$ cat src/rtl/i2c_master_multi.sv
`default_nettype none
// ============================================================================
//  Module   : i2c_master_multi
//  Purpose  : I2C master. Issues START, a 7-bit address plus R/W bit, a
//             run-time count of data bytes and then STOP. Every ACK slot is
//             checked and a slave NACK sets a sticky error flag.
//  Revision : 1.0 - initial release
//
//  Ports
//    clk, rst            system clock, asynchronous active-low reset
//    start, rw, addr,    transaction request and its parameters; captured
//    nbytes              when start is seen in IDLE (nbytes=0 is a probe)
//    tx_data, tx_valid   write byte stream from the local producer
//    tx_ready            one-cycle pulse when tx_data has been consumed
//    rx_data, rx_valid   last received byte, one-cycle update pulse
//    busy, done          transaction in flight / one-cycle completion pulse
//    nack_err            sticky slave-NACK flag, cleared by the next start
//    state               current FSM state (debug)
//    scl, sda_out        open-drain drives, 1 = release the line
//    sda_in              sensed SDA line
//    scl_in              sensed SCL line (only with I2C_CLK_STRETCH_EN)
//
//  Optional feature macro: I2C_CLK_STRETCH_EN
//    When defined, an scl_in port is added and the first cycle of every Q1
//    quarter is held until scl_in reads high, allowing slave clock
//    stretching. When undefined, bit timing is purely counter based.
//
//  Bit timing: four quarters Q0..Q3, each CLK_DIV clk long. scl is low in
//  Q0/Q3 and high in Q1/Q2; sda_out changes at Q0 entry; sda_in is sampled
//  on the first clk of Q2.
// ============================================================================
module i2c_master_multi #(
    parameter int CLK_DIV = 8,
    parameter int CNT_W   = 4
) (
    input  logic             clk,
    input  logic             rst,
    input  logic             start,
    input  logic             rw,
    input  logic [6:0]       addr,
    input  logic [CNT_W-1:0] nbytes,
    input  logic [7:0]       tx_data,
    input  logic             tx_valid,
    output logic             tx_ready,
    output logic [7:0]       rx_data,
    output logic             rx_valid,
    output logic             busy,
    output logic             done,
    output logic             nack_err,
    output logic [3:0]       state,
    output logic             scl,
    output logic             sda_out,
`ifdef I2C_CLK_STRETCH_EN
    input  logic             scl_in,
`endif
    input  logic             sda_in
);

    localparam int                 DIV_W    = $clog2(CLK_DIV);
    localparam logic [DIV_W-1:0]   DIV_LAST = DIV_W'(CLK_DIV - 1);

    typedef enum logic [3:0] {
        S_IDLE      = 4'd0,
        S_START     = 4'd1,
        S_ADDR      = 4'd2,
        S_ADDR_ACK  = 4'd3,
        S_WRITE     = 4'd4,
        S_WRITE_ACK = 4'd5,
        S_READ      = 4'd6,
        S_READ_ACK  = 4'd7,
        S_STOP      = 4'd8,
        S_DONE      = 4'd9
    } state_t;

    state_t           st;
    logic [DIV_W-1:0] div;        // clk count within the current quarter
    logic [1:0]       q;          // quarter index Q0..Q3
    logic [2:0]       bitn;       // bit position within a byte, 7 = MSB
    logic [CNT_W-1:0] cnt;        // data bytes still to transfer
    logic [7:0]       shreg;      // outgoing bits leave from [7], incoming enter at [0]
    logic             rw_r;
    logic             ack_bit;    // sda_in captured in Q2 of the current bit
    logic             need_data;  // WRITE entered without a byte available

    logic quarter_end;
    logic stretch_hold;
    logic data_wait;

    assign quarter_end = (div == DIV_LAST);
    assign data_wait   = (st == S_WRITE) && need_data;
    assign state       = st;

`ifdef I2C_CLK_STRETCH_EN
    // Freeze on the first clk of Q1 until the slave lets SCL rise; that
    // first high cycle then counts as the first clk of Q1.
    assign stretch_hold = (q == 2'd1) && (div == '0) && !scl_in &&
                          (st != S_IDLE) && (st != S_DONE);
`else
    assign stretch_hold = 1'b0;
`endif

    always_ff @(posedge clk or negedge rst) begin
        if (!rst) begin
            st        <= S_IDLE;
            div       <= '0;
            q         <= 2'd0;
            bitn      <= 3'd0;
            cnt       <= '0;
            shreg     <= 8'd0;
            rw_r      <= 1'b0;
            ack_bit   <= 1'b0;
            need_data <= 1'b0;
            scl       <= 1'b1;
            sda_out   <= 1'b1;
            busy      <= 1'b0;
            done      <= 1'b0;
            tx_ready  <= 1'b0;
            rx_valid  <= 1'b0;
            rx_data   <= 8'd0;
            nack_err  <= 1'b0;
        end else begin
            tx_ready <= 1'b0;
            rx_valid <= 1'b0;
            done     <= 1'b0;
            case (st)
                S_IDLE: begin
                    scl     <= 1'b1;
                    sda_out <= 1'b1;
                    if (start) begin
                        rw_r     <= rw;
                        shreg    <= {addr, rw};
                        cnt      <= nbytes;
                        busy     <= 1'b1;
                        nack_err <= 1'b0;
                        div      <= '0;
                        q        <= 2'd0;
                        st       <= S_START;
                    end
                end
                S_DONE: begin
                    busy <= 1'b0;
                    st   <= S_IDLE;
                end
                default: begin
                    if (data_wait) begin
                        // Stalled in Q0 with scl low; the bit starts afresh once loaded.
                        if (tx_valid) begin
                            shreg     <= tx_data;
                            sda_out   <= tx_data[7];
                            tx_ready  <= 1'b1;
                            need_data <= 1'b0;
                        end
                    end else if (!stretch_hold) begin
                        if (q == 2'd2 && div == '0) begin
                            ack_bit <= sda_in;
                            if (st == S_READ)
                                shreg <= {shreg[6:0], sda_in};
                        end
                        if (!quarter_end) begin
                            div <= div + DIV_W'(1);
                        end else begin
                            div <= '0;
                            q   <= q + 2'd1;
                            case (q)
                                2'd0: begin
                                    scl <= 1'b1;
                                    if (st == S_START)
                                        sda_out <= 1'b0;
                                end
                                2'd1: begin
                                    if (st == S_STOP)
                                        sda_out <= 1'b1;
                                end
                                2'd2: begin
                                    if (st != S_STOP)
                                        scl <= 1'b0;
                                end
                                2'd3: begin
                                    // End of bit: choose the next bit and drive its SDA.
                                    scl <= 1'b0;
                                    case (st)
                                        S_START: begin
                                            st      <= S_ADDR;
                                            bitn    <= 3'd7;
                                            sda_out <= shreg[7];
                                        end
                                        S_ADDR, S_WRITE: begin
                                            if (bitn == 3'd0) begin
                                                st      <= (st == S_ADDR) ? S_ADDR_ACK : S_WRITE_ACK;
                                                sda_out <= 1'b1;
                                            end else begin
                                                bitn    <= bitn - 3'd1;
                                                shreg   <= {shreg[6:0], 1'b0};
                                                sda_out <= shreg[6];
                                            end
                                        end
                                        S_ADDR_ACK, S_WRITE_ACK: begin
                                            if (ack_bit) begin
                                                nack_err <= 1'b1;
                                                st       <= S_STOP;
                                                sda_out  <= 1'b0;
                                            end else if ((st == S_ADDR_ACK && cnt == '0) ||
                                                         (st == S_WRITE_ACK && cnt == CNT_W'(1))) begin
                                                cnt     <= (st == S_WRITE_ACK) ? cnt - CNT_W'(1) : cnt;
                                                st      <= S_STOP;
                                                sda_out <= 1'b0;
                                            end else if (st == S_ADDR_ACK && rw_r) begin
                                                st      <= S_READ;
                                                bitn    <= 3'd7;
                                                sda_out <= 1'b1;
                                            end else begin
                                                if (st == S_WRITE_ACK)
                                                    cnt <= cnt - CNT_W'(1);
                                                st   <= S_WRITE;
                                                bitn <= 3'd7;
                                                if (tx_valid) begin
                                                    shreg    <= tx_data;
                                                    sda_out  <= tx_data[7];
                                                    tx_ready <= 1'b1;
                                                end else begin
                                                    need_data <= 1'b1;
                                                end
                                            end
                                        end
                                        S_READ: begin
                                            if (bitn == 3'd0) begin
                                                rx_data  <= shreg;
                                                rx_valid <= 1'b1;
                                                st       <= S_READ_ACK;
                                                // ACK while more bytes are wanted, NACK the last one
                                                sda_out  <= (cnt > CNT_W'(1)) ? 1'b0 : 1'b1;
                                            end else begin
                                                bitn    <= bitn - 3'd1;
                                                sda_out <= 1'b1;
                                            end
                                        end
                                        S_READ_ACK: begin
                                            cnt <= cnt - CNT_W'(1);
                                            if (cnt == CNT_W'(1)) begin
                                                st      <= S_STOP;
                                                sda_out <= 1'b0;
                                            end else begin
                                                st      <= S_READ;
                                                bitn    <= 3'd7;
                                                sda_out <= 1'b1;
                                            end
                                        end
                                        S_STOP: begin
                                            st      <= S_DONE;
                                            done    <= 1'b1;
                                            scl     <= 1'b1;
                                            sda_out <= 1'b1;
                                        end
                                        default: begin
                                            st      <= S_IDLE;
                                            busy    <= 1'b0;
                                            scl     <= 1'b1;
                                            sda_out <= 1'b1;
                                        end
                                    endcase
                                end
                            endcase
                        end
                    end
                end
            endcase
        end
    end

endmodule
`default_nettype wire

$ cat config.mk
export PLATFORM = sky130hd
export DESIGN_NAME = i2c_master_multi
export DESIGN_NICKNAME = d
export VERILOG_FILES = /design/src/rtl/i2c_master_multi.sv
export SDC_FILE = /design/constraint.sdc
export NUM_CORES = 1
export LEC_CHECK = 0
export BUFFER_PORTS_ARGS = -buffer_cell sky130_fd_sc_hd__buf_2
export CAP_MARGIN = 20
export CORE_MARGIN = 5
export CORE_UTILIZATION = 35
export DETAILED_ROUTE_END_ITERATION = 10
export HOLD_SLACK_MARGIN = 0.15
export PLACE_DENSITY_LB_ADDON = 0.12
export SLEW_MARGIN = 20
export SYNTH_ARGS = -nofsm -noshare
export SYNTH_HDL_FRONTEND = slang
export SYNTH_SLANG_ARGS = --single-unit
$ cat constraint.sdc
create_clock -name clk -period 3.7 [get_ports clk]
set_input_delay 0 -clock clk [delete_from_list [all_inputs] [get_ports clk]]
set_output_delay 0 -clock clk [all_outputs]
set_load 0.01 [all_outputs]
Yosys cells after proc, flatten, opt, wreduce, memory -nomap -nowiden
Index checks and enable logic that the tools add are counted.
- logic and storage cells: 219
- input bits: 25
- output and inout bits: 19
- register bits: 42
- order comparisons: 1
- reductions and logical operators: 45
- equal/unequal tests: 36
- multiplexer cells: 113
- $add $sub $neg: 4
- bitwise logic cells: 3
- operator list (cell ; count):
    $mux W8 ; 12
    $mux W4 ; 17
    $mux W1 ; 56
    $pmux W8 S2 ; 2
    $mux W3 ; 8
    $pmux W4 S2 ; 3
    $pmux W4 S6 ; 1
    $ne A4 B4 Y1 const B ; 5
    $reduce_and A9 Y1 ; 2
    $eq A4 B3 Y1 const B ; 4
    $ne A2 B2 Y1 const B ; 8
    $reduce_and A5 Y1 ; 3
    $reduce_bool A2 Y1 ; 7
    $pmux W3 S4 ; 1
    $reduce_and A6 Y1 ; 2
    $reduce_bool A3 Y1 ; 4
    $ne A3 B1 Y1 const B ; 3
    $reduce_and A3 Y1 ; 3
    $eq A4 B1 Y1 const B ; 2
    $eq A4 B2 Y1 const B ; 2
    $eq A4 B4 Y1 const B ; 2
    $logic_not A4 Y1 ; 2
    $mux W2 ; 4
    $pmux W1 S2 ; 4
    other kinds (31) ; 45

Depth between registers and ports, before layout
Gate-level depths: netlist of run 1.
- word-level depth: 12
- depth in mapped cells: 12
- depth with buffers taken out: 9

Worst setup path before layout of run 1
Ideal clock, no wire load.
- path kind: flip-flop to flip-flop
- from: register st[3] (netlist: state[3])
- to: register shreg[7]
- clock period less this slack: 2.261 ns
- setup time: 0.130 ns
- path slack: 1.439 ns
- path buffers: 2
- data arrival time: 2.131 ns
- cell stages (with the launch flop): 12
- data required time: 3.570 ns
- cells stage by stage: dfrtp_1 nand4bb_1 nand2b_1 inv_1 clkbuf_1 ha_1 nor2b_1 a31oi_1 o22a_1 buf_4 mux2i_1 a31oi_1
- longest elaborated chain between the ends: 12
- elaborated cells on any way between the ends: 30
- classes of those cells: 8 x eq/ne; 12 x mux; 1 x bitwise; 9 x reduce/logical
- RTL lines (what ; line ; text):
    from (decl) ; 75 ; state_t st;
    from (signal assigned) ; 189 ; st <= (st == S_ADDR) ? S_ADDR_ACK : S_WRITE_ACK;
    $eq A4 B3 Y1 ; 156 ; if (st == S_READ)
    $mux W8 ; 156 ;
    $mux W8 ; 154 ; if (q == 2'd2 && div == '0) begin
    $mux W8 ; 216 ; if (tx_valid) begin
    $mux W8 ; 207 ; end else if (st == S_ADDR_ACK && rw_r) begin
    $mux W8 ; 202 ; end else if ((st == S_ADDR_ACK && cnt == '0) ||
    $mux W8 ; 198 ; if (ack_bit) begin
    $pmux W8 S2 ; 181 ; case (st)
    $mux W8 ; 164 ; case (q)
    $mux W8 ; 159 ; if (!quarter_end) begin
    $mux W8 ; 145 ; if (data_wait) begin
    $pmux W8 S2 ; 125 ; case (st)
    to (signal assigned) ; 131 ; shreg <= {addr, rw};
    to (signal assigned) ; 148 ; shreg <= tx_data;
    to (signal assigned) ; 157 ; shreg <= {shreg[6:0], sda_in};
    to (decl) ; 80 ; logic [7:0] shreg;
Several ways; a longest one is shown, not always the timed one.
A chain may end at the register's enable or synchronous reset.

Worst setup path after layout of run 1
- from: register st[2] (netlist: state[2])
- to: register shreg[1]
Same word-level chain as after synthesis.

==> reports/metrics.csv, run 1 <==
stage,metric,value,unit
outcome,outcome,completed,
clocking,cts_tree,done,
critical_path,critical_path_arrival,3.45,ns
clocking,clkTransAtPathRegs,0.09,ns
die,start_util,0.3589,
die,core_area,8678,um2
place,routabilityCongestion,0.9110,
pwr,power_density,748.7,nW/um2
sta,slew_viol_final,0,
global_routing,gr-total-overflow,0,
global_routing,grt_pass1_vias,2869,
detailed_routing,vias,2826,
logic_synthesis,synth_area_leaders,"dfrtp_1 (32%), o21ai_0 (6.3%), ha_1 (4.8%)",
clocking,clkSinkCount,42,
die,die_h,104.3,um
global_routing,grt_pass1_wl,14970,um
sta,max_clock_freq,306.5,MHz
logic_synthesis,yosysTopAreaCell,dfrtp_1,
detailed_routing,wirelength,9013,um
detailed_routing,first_iter_violations,137,
logic_synthesis,synthesis.instances,346,
detailed_routing,via_per_inst,5.509,
logic_synthesis,yosysWarningCount,0,
clocking,insertion_delay,0.30,ns
clocking,post_cts_buffers,0,
logic_synthesis,synthesis.area,3114,um2
critical_path,path_max_fanout,21,
sta,period_share,0.8819,
logic_synthesis,ys_ff_latch,42,
sta,setup_viol,0,
critical_path,critical_path_required,3.89,ns
sta,worstMarginPinSlew,0.7555,ns
pwr,p_leak,0.001555,uW
place,port_buffers,43,
worst_hold_path,hold_path.class,in -> async,
sta,skew,0.006796,ns
sta,hold_viol,0,
sta,worst_slack,0.4368,ns
global_routing,antenna_found_initial,0,
finish,synthToLayoutAreaGrowth,18.60,%
pwr,ir_drop,0.2821,mV
place,hpwl,6267,um
die,dieArea,10880,um2
place,pre_cts_ws,1.027,ns
die,fp.dieW,104.3,um
logic_synthesis,async_flop_share,1.000,
logic_synthesis,synth.top_cell.area_share,0.3214,
critical_path,cp-start-kind,register,
die,pin_count,44,
finish,drive_gt1_frac,0.2222,
logic_synthesis,ys.flop_type,dfrtp_1,
logic_synthesis,syn_area_per_cell,9.001,um2
detailed_routing,drcViolationCount,0,
global_routing,track_usage,0.1663,
critical_path,crit_type,reg -> reg,
detailed_routing,first_pass_iters,4,
logic_synthesis,ys_seq_area_frac,0.3383,
sta,fin_crit,3.263,ns
sta,hold_slack,0.2393,ns
die,rows,34,
logic_synthesis,syn_nets,383,
sta,slew_headroom,0.4964,
sta,rsz0062_at_grt,no,
clocking,cts_root_buffer,clkbuf_8,
clocking,htreeDepth,2,
detailed_routing,ant_nets,0,
finish,diodes,0,
clocking,cts_buffers,5,
critical_path,cp-end-kind,register,
finish,final_nets,441,
clocking,cts_buffer_depth,2,
detailed_routing,wl_per_cell,17.57,um
finish,fin_util,0.4256,
logic_synthesis,synth_cell_type_count,69,
global_routing,grt_max_degree,43,
sta,setup-tns-final,0,ns
logic_synthesis,synth_edf_count,0,
run,cap_violations,0,
pwr,p_total,2765,uW
==> report_power, final <==
group,internal [uW],leakage [uW],switching [uW]
combinational,713,0.000978,876
clock,134,0.0000452,182
sequential,608,0.000532,253
==> sequential cells by signal, indices dropped and copies added, names as in the netlist, 2 cells and up <==
name and count:
rx_data 8, shreg 8, cnt 4, state 4, bitn 3, div 3, q 2
==> placed cells by master, fill, tap and decap left out, types with 5 or more instances in the layout <==
| master | n |
|---|---|
| a21oi_1 | 22 |
| a31oi_1 | 10 |
| buf_2 | 42 |
| clkbuf_8 | 5 |
| dfrtp_1 | 40 |
| dlygate4sd3_1 | 25 |
| ha_1 | 12 |
| inv_1 | 15 |
| mux2_2 | 11 |
| mux2i_1 | 11 |
| nand2_1 | 18 |
| nand2b_1 | 6 |
| nand3_1 | 17 |
| nor2_1 | 22 |
| nor2b_1 | 6 |
| nor3_1 | 7 |
| o21ai_0 | 39 |
| or2_0 | 8 |
==> Yosys cell counts, types with 5 or more instances <==
cell	number
dfrtp_1	40
o21ai_0	39
a21oi_1	22
nor2_1	22
nand2_1	18
nand3_1	17
inv_1	15
ha_1	12
mux2_2	11
mux2i_1	11
a31oi_1	10
or2_0	8
buf_2	7
nor3_1	7
nand2b_1	6
nor2b_1	6
buf_4	5
==> stage by stage <==
stage | instance area (um2) | instances
final | 3694 | 513
after CTS | 3691 | 513
after detailed placement | 3354 | 480
after floorplan | 3114 | 346
after global routing | 3694 | 513
after global placement | 3354 | 480
==> area by class of cell <==
class | instances | area [um2]
sequential | 42 | 1054
multi-input combinational | 269 | 1872
fill | 888 | 4985
tap | 108 | 135.1
timing repair buffer | 71 | 490.5
clock inverter | 2 | 13.76
clock buffer | 6 | 72.57
inverter | 15 | 56.30
==> worst paths after layout <==
| path | end | slack (ns) | cells past startpoint | from |
|---|---|---|---|---|
| worst max-delay path | shreg[1] | 0.44 | 10 | state[2] |
| worst min-delay path | busy | 0.24 | 2 | rst |
| worst max register to register | shreg[1] | 0.44 | 10 | state[2] |
| worst min register to register | bitn[1] | 0.50 | 1 | bitn[1] |
| max in group asynchronous | rx_data[1] | 3.06 | 2 | rst |
| min in group clk | cnt[0] | 0.47 | 4 | nbytes[0] |
==> layer usage <==
metal,up-vias,share of wire,GRT usage
met2,69,0.48,0.2706
met5,-,0,0
li1,1397,-,-
met1,1345,0.46,0.2198
met4,0,0.020,0.05828
met3,15,0.044,0.03104
==> critical path, cell delays in order (launching register included) <==
cell and delay [ns]:
dfrtp_1 0.82, nand4bb_1 0.19, nand2b_1 0.26, inv_1 0.11, ha_1 0.20, nor2b_1 0.06
a31oi_1 0.13, o22a_1 0.50, mux2i_1 0.24, a31oi_1 0.06, dlygate4sd3_1 0.58
==> repair_timing <==
| item | CTS | global route |
|---|---|---|
| endpoints found under the hold margin | 57 | 0 |
| setup endpoints to repair | 0 | 0 |
| hold buffers | 25 | 0 |
| gates resized for setup | 0 | 0 |
==> kinds of logic (layout without fill, tap and decap cells) <==
group,after synthesis,in the layout,synth area share
AND/OR/NAND/NOR,117,117,0.2318
AO/OA/AOI/OAI,115,115,0.2342
flip-flops,42,42,0.3383
buffers and inverters,35,94,0.06066
multiplexers,23,23,0.07875
adder cells (fa/ha/maj),12,12,0.04821
XOR/XNOR,2,2,0.008037
Note: power is estimated with default switching activity, not from simulation.
==> inputs of run 2 (changes only) <==
--- a/config.mk
+++ b/config.mk
@@ -5,6 +5,7 @@
 export SDC_FILE = /design/constraint.sdc
 export NUM_CORES = 1
 export LEC_CHECK = 0
+export ABC_AREA = 1
 export BUFFER_PORTS_ARGS = -buffer_cell sky130_fd_sc_hd__buf_2
 export CAP_MARGIN = 20
 export CORE_MARGIN = 5
==> run 2 against run 1 <==
Sequential cell count did not move. Sequential power shrank 6.9%. Register-to-register slack gained 0.04 ns. Clock power is 19% higher. Synthesized cell count is 14% higher. Routed wire length decreased by 16%. Core utilization up 1.8 points. First-iteration DRC count increased by 63%. Synthesized area is 12% lower. Combinational power about the same. Sequential share of layout area rose by 2.4 points. Critical path type unchanged. Critical endpoint is now shreg[3]. Largest power group unchanged. Highest routed layer unchanged.
==> reports/metrics.csv, run 2 <==
stage,metric,value,unit,change
finish,diodes,0,,unchanged
logic_synthesis,post-synth-top-count-cell,nand2_1,,
pwr,power_frac_clock,0.136,,+0.022
worst_hold_path,hold_start,tx_data[7],,
finish,top_regs,"rx_data x8, shreg x8",,
sta,slew_viol_final,0,,unchanged
critical_path,rr_worst_depth,14,,+4
logic_synthesis,syn_area_per_cell,6.966,um2,-23%
pwr,p_int,1460,uW,+0.35%
worst_hold_path,hold_end,shreg[7],,
finish,design_area,3408,um2,-7.7%
clocking,cts_tree,done,,
critical_path,path_max_fanout,21,,unchanged
detailed_routing,via_per_inst,4.912,,-11%
sta,hold_viol,0,,unchanged
die,pin_count,44,,unchanged
logic_synthesis,yosysWarningCount,0,,unchanged
logic_synthesis,ys.flop_type,dfrtp_1,,
detailed_routing,wl_per_cell,13.48,um,-23%
sta,max_clock_freq,310.7,MHz,+1.4%
detailed_routing,first_pass_iters,5,,+1
logic_synthesis,synth_edf_count,0,,unchanged
pwr,p_comb_frac,0.574,,about the same
logic_synthesis,synthesis.area,2751,um2,-12%
die,rows,32,,-5.9%
critical_path,rrSetupSlack,0.48,ns,+0.04 ns
logic_synthesis,synth_cell_type_count,31,,-55%
pwr,ir_drop,0.3366,mV,+19%
clocking,htreeDepth,2,,unchanged
die,dieArea,9734,um2,-11%
clocking,cts_root_buffer,clkbuf_8,,
critical_path,crit_type,reg -> reg,,
place,routabilityCongestion,0.9219,,+1.2%
logic_synthesis,syn_nets,432,,+13%
die,fp.dieW,98.66,um,-5.4%
detailed_routing,vias,2775,,-1.8%
logic_synthesis,ys_seq_area_frac,0.3829,,+0.04461
pwr,switching_share,0.4716,,-0.002337
worst_hold_path,hold_path_depth,7,,
detailed_routing,first_iter_violations,223,,+63%
logic_synthesis,synthesis.instances,395,,+14%
clocking,post_cts_buffers,0,,unchanged
detailed_routing,wirelength,7615,um,-16%
finish,mostFrequentLayoutCell,nand2_1,,
place,hpwl,5606,um,-11%
sta,hold_slack,0.1782,ns,-0.06110 ns
outcome,outcome,completed,,
critical_path,cp-end-kind,register,,
detailed_routing,drcViolationCount,0,,unchanged
sta,worstMarginPinSlew,0.8034,ns,+0.04794 ns
critical_path,critical_path_arrival,3.44,ns,about the same
logic_synthesis,synth_area_leaders,"dfrtp_1 (36%), nand2_1 (15%), o21ai_0 (7.8%)",,
place,place_area,3055,um2,-8.9%
logic_synthesis,synth_common_cells,"nand2_1 (107), nor2_1 (54), inv_1 (44), o21ai_0 (43), dfrtp_1 (40)",,
pwr,p_switching,1303,uW,-0.59%
global_routing,track_usage,0.1640,,-0.002319
critical_path,rr_endpoint,shreg[3],,
global_routing,gr-total-overflow,0,,unchanged
global_routing,grt_pass1_wl,12990,um,-13%
logic_synthesis,synth.top_cell.area_share,0.3638,,+0.04239
finish,seqCellArea,1054,um2,unchanged
pwr,power_density,810.6,nW/um2,+8.3%
run,cap_violations,0,,unchanged
die,core_area,7687,um2,-11%
logic_synthesis,async_flop_share,1.000,,unchanged
sta,period_share,0.8698,,-0.01212
finish,synthToLayoutAreaGrowth,23.87,%,
pwr,p_leak,0.001789,uW,+15%
clocking,clkTransAtPathRegs,0.09,ns,about the same
finish,multiInputGateArea,1464,um2,-22%
sta,slew_headroom,0.4603,,-0.03608
sta,setup-tns-final,0,ns,unchanged
logic_synthesis,ys_ff_latch,42,,unchanged
detailed_routing,ant_nets,0,,unchanged
critical_path,cp-start-kind,register,,
pwr,power_frac_seq,0.290,,-0.021
finish,drive_gt1_frac,0.1512,,-0.07103
finish,fill_cells,850,,-4.3%
critical_path,critical_path_required,3.92,ns,+0.03 ns
clocking,clkSinkCount,42,,unchanged
critical_path,reg2reg_from,state[3],,
place,port_buffers,43,,unchanged
die,start_util,0.3579,,-0.0009422
finish,final_cell_count_no_fill,565,,+10%
global_routing,grt_pass1_vias,2670,,-6.9%
worst_hold_path,hold_path.class,in -> reg,,
sta,setup_viol,0,,unchanged
sta,rsz0062_at_grt,no,,
finish,final_nets,499,,+13%
clocking,insertion_delay,0.30,ns,about the same
finish,final_cell_mix,"nand2_1 (107), nor2_1 (54), inv_1 (44)",,
global_routing,antenna_found_initial,0,,unchanged
pwr,p_total,2763,uW,about the same
place,dp_cells,533,,+11%
sta,skew,0.01290,ns,+0.006106 ns
clocking,cts_buffers,5,,unchanged
clocking,cts_buffer_depth,2,,unchanged
global_routing,grt_max_degree,43,,unchanged
sta,fin_crit,3.218,ns,-0.04485 ns
die,die_h,98.66,um,-5.4%
logic_synthesis,yosysTopAreaCell,dfrtp_1,,
run 2: cell count changes after synthesis, sizes merged, moves of 6 or more:
cell	change
nor2	+37
mux2	-12
buf	-8
or2	-12
a21oi	-17
nand2b	-6
nand4	+6
inv	+34
nor2b	-6
mux2i	-11
nand2	+91
nand3	+9
run 2: area by class of cell:
type	count	area share
timing repair buffer	68	0.1366
clock inverter	2	0.01101
inverter	50	0.05507
clock buffer	6	0.02129
sequential	42	0.3091
multi-input combinational	295	0.4295
tap	102	0.03744
run 2: logic make-up after synthesis:
kind of cell,after synthesis,share of synthesized area
AND/OR/NAND/NOR,211,0.3315
adder cells (fa/ha/maj),12,0.05457
XOR/XNOR,1,0.003184
flip-flops,42,0.3829
AO/OA/AOI/OAI,71,0.1428
buffers and inverters,58,0.08504
run 2: worst max path at each step:
stage	cells after the start	slack [ns]	from	end
after CTS	14	0.49	state[3]	shreg[3]
after global placement	13	1.15	state[3]	shreg[6]
after detailed placement	13	1.06	state[3]	shreg[3]
after floorplan	13	1.90	state[3]	shreg[1]
after global routing	14	0.15	state[3]	shreg[4]
final	14	0.48	state[3]	shreg[3]
run 2: power by group through the flow:
stage / clock [uW] / combinational [uW] / sequential (uW)
floorplan: 0 / 1090 / 803
global placement: 0 / 1460 / 809
detailed placement: 0 / 1470 / 807
CTS: 386 / 1590 / 801
global route: 410 / 1810 / 827
finish: 375 / 1590 / 802
run 2: metal layers:
layer	up-vias	wire length, um	global-route usage
li1	1414	-	-
met1	1292	3636	0.2178
met2	63	3581	0.2772
met3	6	322	0.03326
met4	0	74	0.03466
met5	-	0	0
run 2: stage by stage:
| step | util | setup WS (ns) |
|---|---|---|
| 2_1_floorplan | - | 1.902 |
| 3_3_place_gp | 0.3975 | 1.153 |
| 3_5_place_dp | 0.3975 | 1.055 |
| 4_1_cts | 0.4430 | 0.4856 |
| 5_1_grt | 0.4434 | 0.1497 |
| 6_report | 0.4434 | 0.4817 |
run 2: what timing repair did:
| item | 4_1_cts | 5_1_grt |
|---|---|---|
| resized for setup | 0 | 0 |
| hold buffers | 24 | 0 |
| hold endpoints to repair | 56 | 0 |
run 2: critical path: stages (launching register included):
cell and delay (ns):
dfrtp_1 0.44, inv_2 0.08, nand2_1 0.13, nor2_1 0.09, nand2_1 0.50, inv_1 0.22
ha_1 0.24, nand2_1 0.06, nand2_1 0.09, nor2_4 0.18, clkinv_1 0.26, nor2_1 0.15
nand2_1 0.06, dlygate4sd3_1 0.55, o21ai_0 0.08
